### src/rtl/array_update_stitch_pipeline.sv
// -----------------------------------------------------------------------------
// array_update_stitch_pipeline
//
// Pipelined writer for a small register array. It is the producer-side partner
// of the stitched, clamped array-index reader. Each valid request replaces
// element sel+1. A target past the last element is a no-op and is reported on
// `dropped`; it is never clamped. A valid `clr` zeroes the whole array instead
// of writing.
//
// Pipeline: p0 input register -> cycle0 index/oob logic -> p1 stage register
//           -> cycle1 commit into the state array, with p2 status loaded at
//           the same edge.
// Latency is 2 edges from the sampling edge to visible arr/out_valid. One
// request is accepted per cycle, and there is no backpressure.
//
// Ports
//   clk        sole clock, rising edge
//   rst_n      asynchronous active-low reset
//   in_valid   request qualifier
//   sel        base index; the write target is sel+1
//   data       value to write
//   clr        when valid, zero the whole array instead of writing
//   arr        flattened array state; element i is at [ELEM_W*i +: ELEM_W]
//   out_valid  a request completed this cycle
//   dropped    the completed request was out of bounds and was not applied
//   out_idx    computed target index of the completed request
// -----------------------------------------------------------------------------
module array_update_stitch_pipeline #(
  parameter int ELEM_W    = 32,
  parameter int NUM_ELEMS = 4
) (
  input  logic                        clk,
  input  logic                        rst_n,
  input  logic                        in_valid,
  input  logic [1:0]                  sel,
  input  logic [ELEM_W-1:0]           data,
  input  logic                        clr,
  output logic [NUM_ELEMS*ELEM_W-1:0] arr,
  output logic                        out_valid,
  output logic                        dropped,
  output logic [2:0]                  out_idx
);

  // p0: input register
  logic              p0_valid;
  logic [1:0]        p0_sel;
  logic [ELEM_W-1:0] p0_data;
  logic              p0_clr;

  // p1: stage register
  logic              p1_valid;
  logic [2:0]        p1_idx;
  logic              p1_oob;
  logic [ELEM_W-1:0] p1_data;
  logic              p1_clr;

  // Architectural state
  logic [ELEM_W-1:0] state [NUM_ELEMS];

  // Cycle0 logic
  logic [2:0] idx;
  logic       oob;

  // NOTE: every signal written in always_comb gets a default first, so that
  // no path through the block leaves it unassigned and infers a latch.
  always_comb begin
    idx = 3'h0;
    oob = 1'b0;
    // The index is widened to 3 bits before the increment, so sel == 3 gives
    // 4 and does not wrap to 0.
    idx = {1'b0, p0_sel} + 3'h1;
    oob = (idx > 3'(NUM_ELEMS - 1));
  end

  // Valid bits carry reset, so in-flight requests are discarded on reset.
  // NOTE: sequential state uses non-blocking assignments only. All registers
  // then update together at the edge, whatever order the blocks run in.
  always_ff @(posedge clk or negedge rst_n) begin
    if (!rst_n) begin
      p0_valid <= 1'b0;
      p1_valid <= 1'b0;
    end else begin
      p0_valid <= in_valid;
      p1_valid <= p0_valid;
    end
  end

  // NOTE: payload registers have no reset. Their contents matter only when
  // the matching valid bit is set, and the valid bits do reset.
  always_ff @(posedge clk) begin
    p0_sel  <= sel;
    p0_data <= data;
    p0_clr  <= clr;
    p1_idx  <= idx;
    p1_oob  <= oob;
    p1_data <= p0_data;
    p1_clr  <= p0_clr;
  end

  // Cycle1 commit. This is the single in-order write point, so back-to-back
  // writes to the same element need no hazard logic: the later one wins.
  // NOTE: the state array is reset, unlike a RAM, because arr must read as
  // zero straight out of reset.
  always_ff @(posedge clk or negedge rst_n) begin
    if (!rst_n) begin
      for (int i = 0; i < NUM_ELEMS; i++) state[i] <= '0;
    end else if (p1_valid) begin
      if (p1_clr) begin
        for (int i = 0; i < NUM_ELEMS; i++) state[i] <= '0;
      end else if (!p1_oob) begin
        state[p1_idx[1:0]] <= p1_data;
      end
      // An out-of-bounds write leaves the array unchanged (update semantics).
    end
  end

  // p2: completion status, loaded at the same edge as the commit.
  always_ff @(posedge clk or negedge rst_n) begin
    if (!rst_n) begin
      out_valid <= 1'b0;
      dropped   <= 1'b0;
      out_idx   <= 3'h0;
    end else begin
      out_valid <= p1_valid;
      // clr overrides oob, so a clear is never reported as dropped.
      dropped   <= p1_valid & ~p1_clr & p1_oob;
      out_idx   <= p1_valid ? p1_idx : 3'h0;
    end
  end

  // Flatten the state array onto the output bus.
  for (genvar g = 0; g < NUM_ELEMS; g++) begin : g_flatten
    assign arr[g*ELEM_W +: ELEM_W] = state[g];
  end

endmodule

### config.mk
export PLATFORM = sky130hd
export DESIGN_NAME = array_update_stitch_pipeline
export DESIGN_NICKNAME = d
export VERILOG_FILES = /design/src/rtl/array_update_stitch_pipeline.sv
export SDC_FILE = /design/constraint.sdc
export NUM_CORES = 1
export LEC_CHECK = 0
export CELL_PAD_IN_SITES_DETAIL_PLACEMENT = 0
export CELL_PAD_IN_SITES_GLOBAL_PLACEMENT = 1
export CORE_ASPECT_RATIO = 0.7
export CORE_MARGIN = 10
export CORE_UTILIZATION = 41
export CTS_CLUSTER_SIZE = 40
export DETAILED_ROUTE_END_ITERATION = 8
export PLACE_DENSITY = 0.82
export SLEW_MARGIN = 25
export SYNTH_ARGS = -nofsm -noshare
export SYNTH_HDL_FRONTEND = slang
export SYNTH_SLANG_ARGS = --single-unit
### constraint.sdc
create_clock -name clk -period 5.1 [get_ports clk]
set_clock_uncertainty 0.1 [all_clocks]
set_input_delay 0.765 -clock clk [delete_from_list [all_inputs] [get_ports clk]]
set_output_delay 0.765 -clock clk [all_outputs]
set_load 0.02 [all_outputs]
==> reports/results.txt <==
first-pass GRT wire length: 26,300 um
FILL cells: 1,135
number of flops mapped to enable cells by yosys: 0
worst-path cell chain: or3b_1 -> nor3b_4 -> buf_4 -> a22o_1
CTS root buffer: clkbuf_16
WHS Endpoint: p1_data[7]
Critical Path End Type: flip-flop
maximum clock rate: 369 MHz
R2R cell count: 4
1st-pass router iterations: 4
register area share after synthesis: 77.7%
FF+latch area: 0.00480 mm^2
drt via density: 5.21
leakage power: 3.89 nW
worst r2r src: p1_valid
Total Routed Length: 16,900 um
share of cells above drive strength 1: 7.47%
Placed Cells: 724
total die area: 0.0204 mm^2
clk sinks: 206
worst-case clock buffer depth: 3
Final period util: 53.1%
DR WL/cell: 22.4 um
reg-to-reg slack, setup: 2.39 ns
Place WS: 2.40 ns
ranking of synthesized cells by area: dfrtp_1 (55%), dfxtp_1 (23%), a22o_1 (18%)
CP arrival: 3.01 ns
Worst setup SP type: flip-flop
Finished Layout Cells: 757
num ports: 171
Slew @ Worst Pin: 1.05 ns
post-synth top area share: 54.7%
H-Tree Depth: 1
synthesized area: 0.00617 mm^2
clock buffer count from CTS: 19
most common flop cell mapped by yosys: dfrtp_1
All-Layer GR Usage: 16.0%
Yosys reg bits: 206
post-CTS setup buffer count: 0
DRC violations left: 0
DPL Wire Length: 11,400 um
Mapped Cells: 380
status: finished, final reports clean
Remaining Overflow, GRT: 0
max_cap viols: 0
Multi-input gate area: 0.00133 mm^2
hold depth: 0
CP Class: flip-flop to flip-flop
Initial Util: 41.9%
GP Congestion: 0.755
Final setup viols: 0
initial antenna violation count: 0
Area growth, synth to finish: 41.7%
# rows: 37
Util after Layout: 59.4%
Port Buffer Count: 170
CTS tree: yes
Hold Vio Cnt, Final: 0
CP required: 5.40 ns
post-route setup slack: 2.39 ns
number of warnings issued by yosys: 0
Power Density: 402 mW/mm^2
clk_lat worst skew: 0.47 ns
Setup TNS: 0 ns
max_slew headroom: 29.8%
Worst Min Path Start: p0_data[7]
Die W: 167 um
vias in the first global route: 4,275
count leader, synth: dfrtp_1
Syn Nets: 419
post-route ant nets: 0
Final Critical Period: 2.71 ns
vias: 3,947
Crit-path slowest cell: nor3b_4
top post-synthesis cells by count: dfrtp_1 (135), a22o_1 (128), dfxtp_1 (71)
RR Endpoint: arr[87]
maximum vdd drop: 0.223 mV
Clock Pin Slew Worst Setup and Hold Paths: 0.06 ns
Slew Limit Fails: 0
largest net degree at the start of global routing: 91
Initial DRC Count: 289
post-CTS resize count: 0
Diodes inserted: 0
unrepaired setup endpoints after global routing: no
overall die height: 123 um
share of flip-flops with an asynchronous set or reset: 65.5%
Nets: 590
core area: 0.0147 mm^2
Post-CTS Hold Buffers: 0
synthesized area per cell: 16.2 um^2
synth unique cells: 18
critical path's largest stage delay: 0.84 ns
CP Max Fanout: 19
Worst Hold Class: flip-flop to flip-flop
area leader, netlist: dfrtp_1
==> metal layers <==
metal  vias to the layer above  global-route usage [%]  routed length, um
met5                         -                   0.458                  0
met4                         0                    3.34                189
met3                        15                    6.04               1290
met2                       128                    24.2               7600
met1                      2043                    21.7               7860
li1                       1761                       -                  -
==> sequential cells by signal, summed over array words and instances (netlist names), 2 cells and up <==
name,cells
arr,128
p0_data,32
p1_data,32
out_idx,3
p1_idx,3
p0_sel,2
==> critical path, delay by kind of cell, from the launching register on <==
family	cells	cell delay (ns)
flip-flops	1	0.62
buffers and inverters	1	0.35
AO/OA/AOI/OAI	1	0.15
AND/OR/NAND/NOR	2	1.40
==> power breakdown <==
group | leakage, nW | internal (mW) | switching, mW | total, mW
combinational | 1.16 | 0.193 | 0.200 | 0.393
clock | 0.291 | 0.779 | 0.554 | 1.33
sequential | 2.44 | 1.72 | 0.0723 | 1.79
total | 3.89 | 2.69 | 0.826 | 3.52
==> cells in the final DEF, fill, tap and decap left out, types with 2 or more instances in the layout <==
cell type          n
buf_4              4
nor3b_4            2
buf_16             2
clkinv_2           4
clkdlybuf4s50_1  169
dfrtp_1          135
a22o_1           128
dfxtp_1           71
o21ai_4            4
clkbuf_16         19
clkbuf_1           5
and2_1             3
nor3b_1            2
clkbuf_8           3
==> stage by stage <==
step | total power [mW] | instance area, um^2 | hold WS (ns)
2_1_floorplan | 1.97 | 6170 | 0.210
3_3_place_gp | 2.20 | 8110 | 0.210
3_5_place_dp | 2.22 | 8140 | 0.212
4_1_cts | 3.55 | 8720 | 0.225
5_1_grt | 3.65 | 8750 | 0.230
6_report | 3.52 | 8750 | 0.224
==> cell families (layout without fill, tap and decap cells) <==
group	Yosys count	after routing	synth area share [%]
AOI/OAI and AO/OA	132	132	18.5
adders and majority gates	1	1	0.203
DFF	206	206	77.7
and+or+nand+nor	14	14	1.70
buffers and inverters	27	209	1.88
==> area by class of cell <==
class	instances	area share [%]
sequential	206	54.8
clock inverter	5	0.572
tap	195	2.79
inverter	1	0.0429
timing repair buffer	176	20.4
clock buffer	27	6.12
multi-input combinational	147	15.2
==> worst max-delay path by stage <==
stage	start	endpoint	slack, ns	cells past startpoint
floorplan	p1_valid	arr[33]	3.47	4
global placement	p1_valid	arr[82]	2.54	4
detailed placement	p1_valid	arr[87]	2.40	4
CTS	p1_valid	arr[84]	2.36	4
global route	p1_valid	arr[86]	2.22	4
finish	p1_valid	arr[87]	2.39	4
Power figures use the tool's default switching activity.
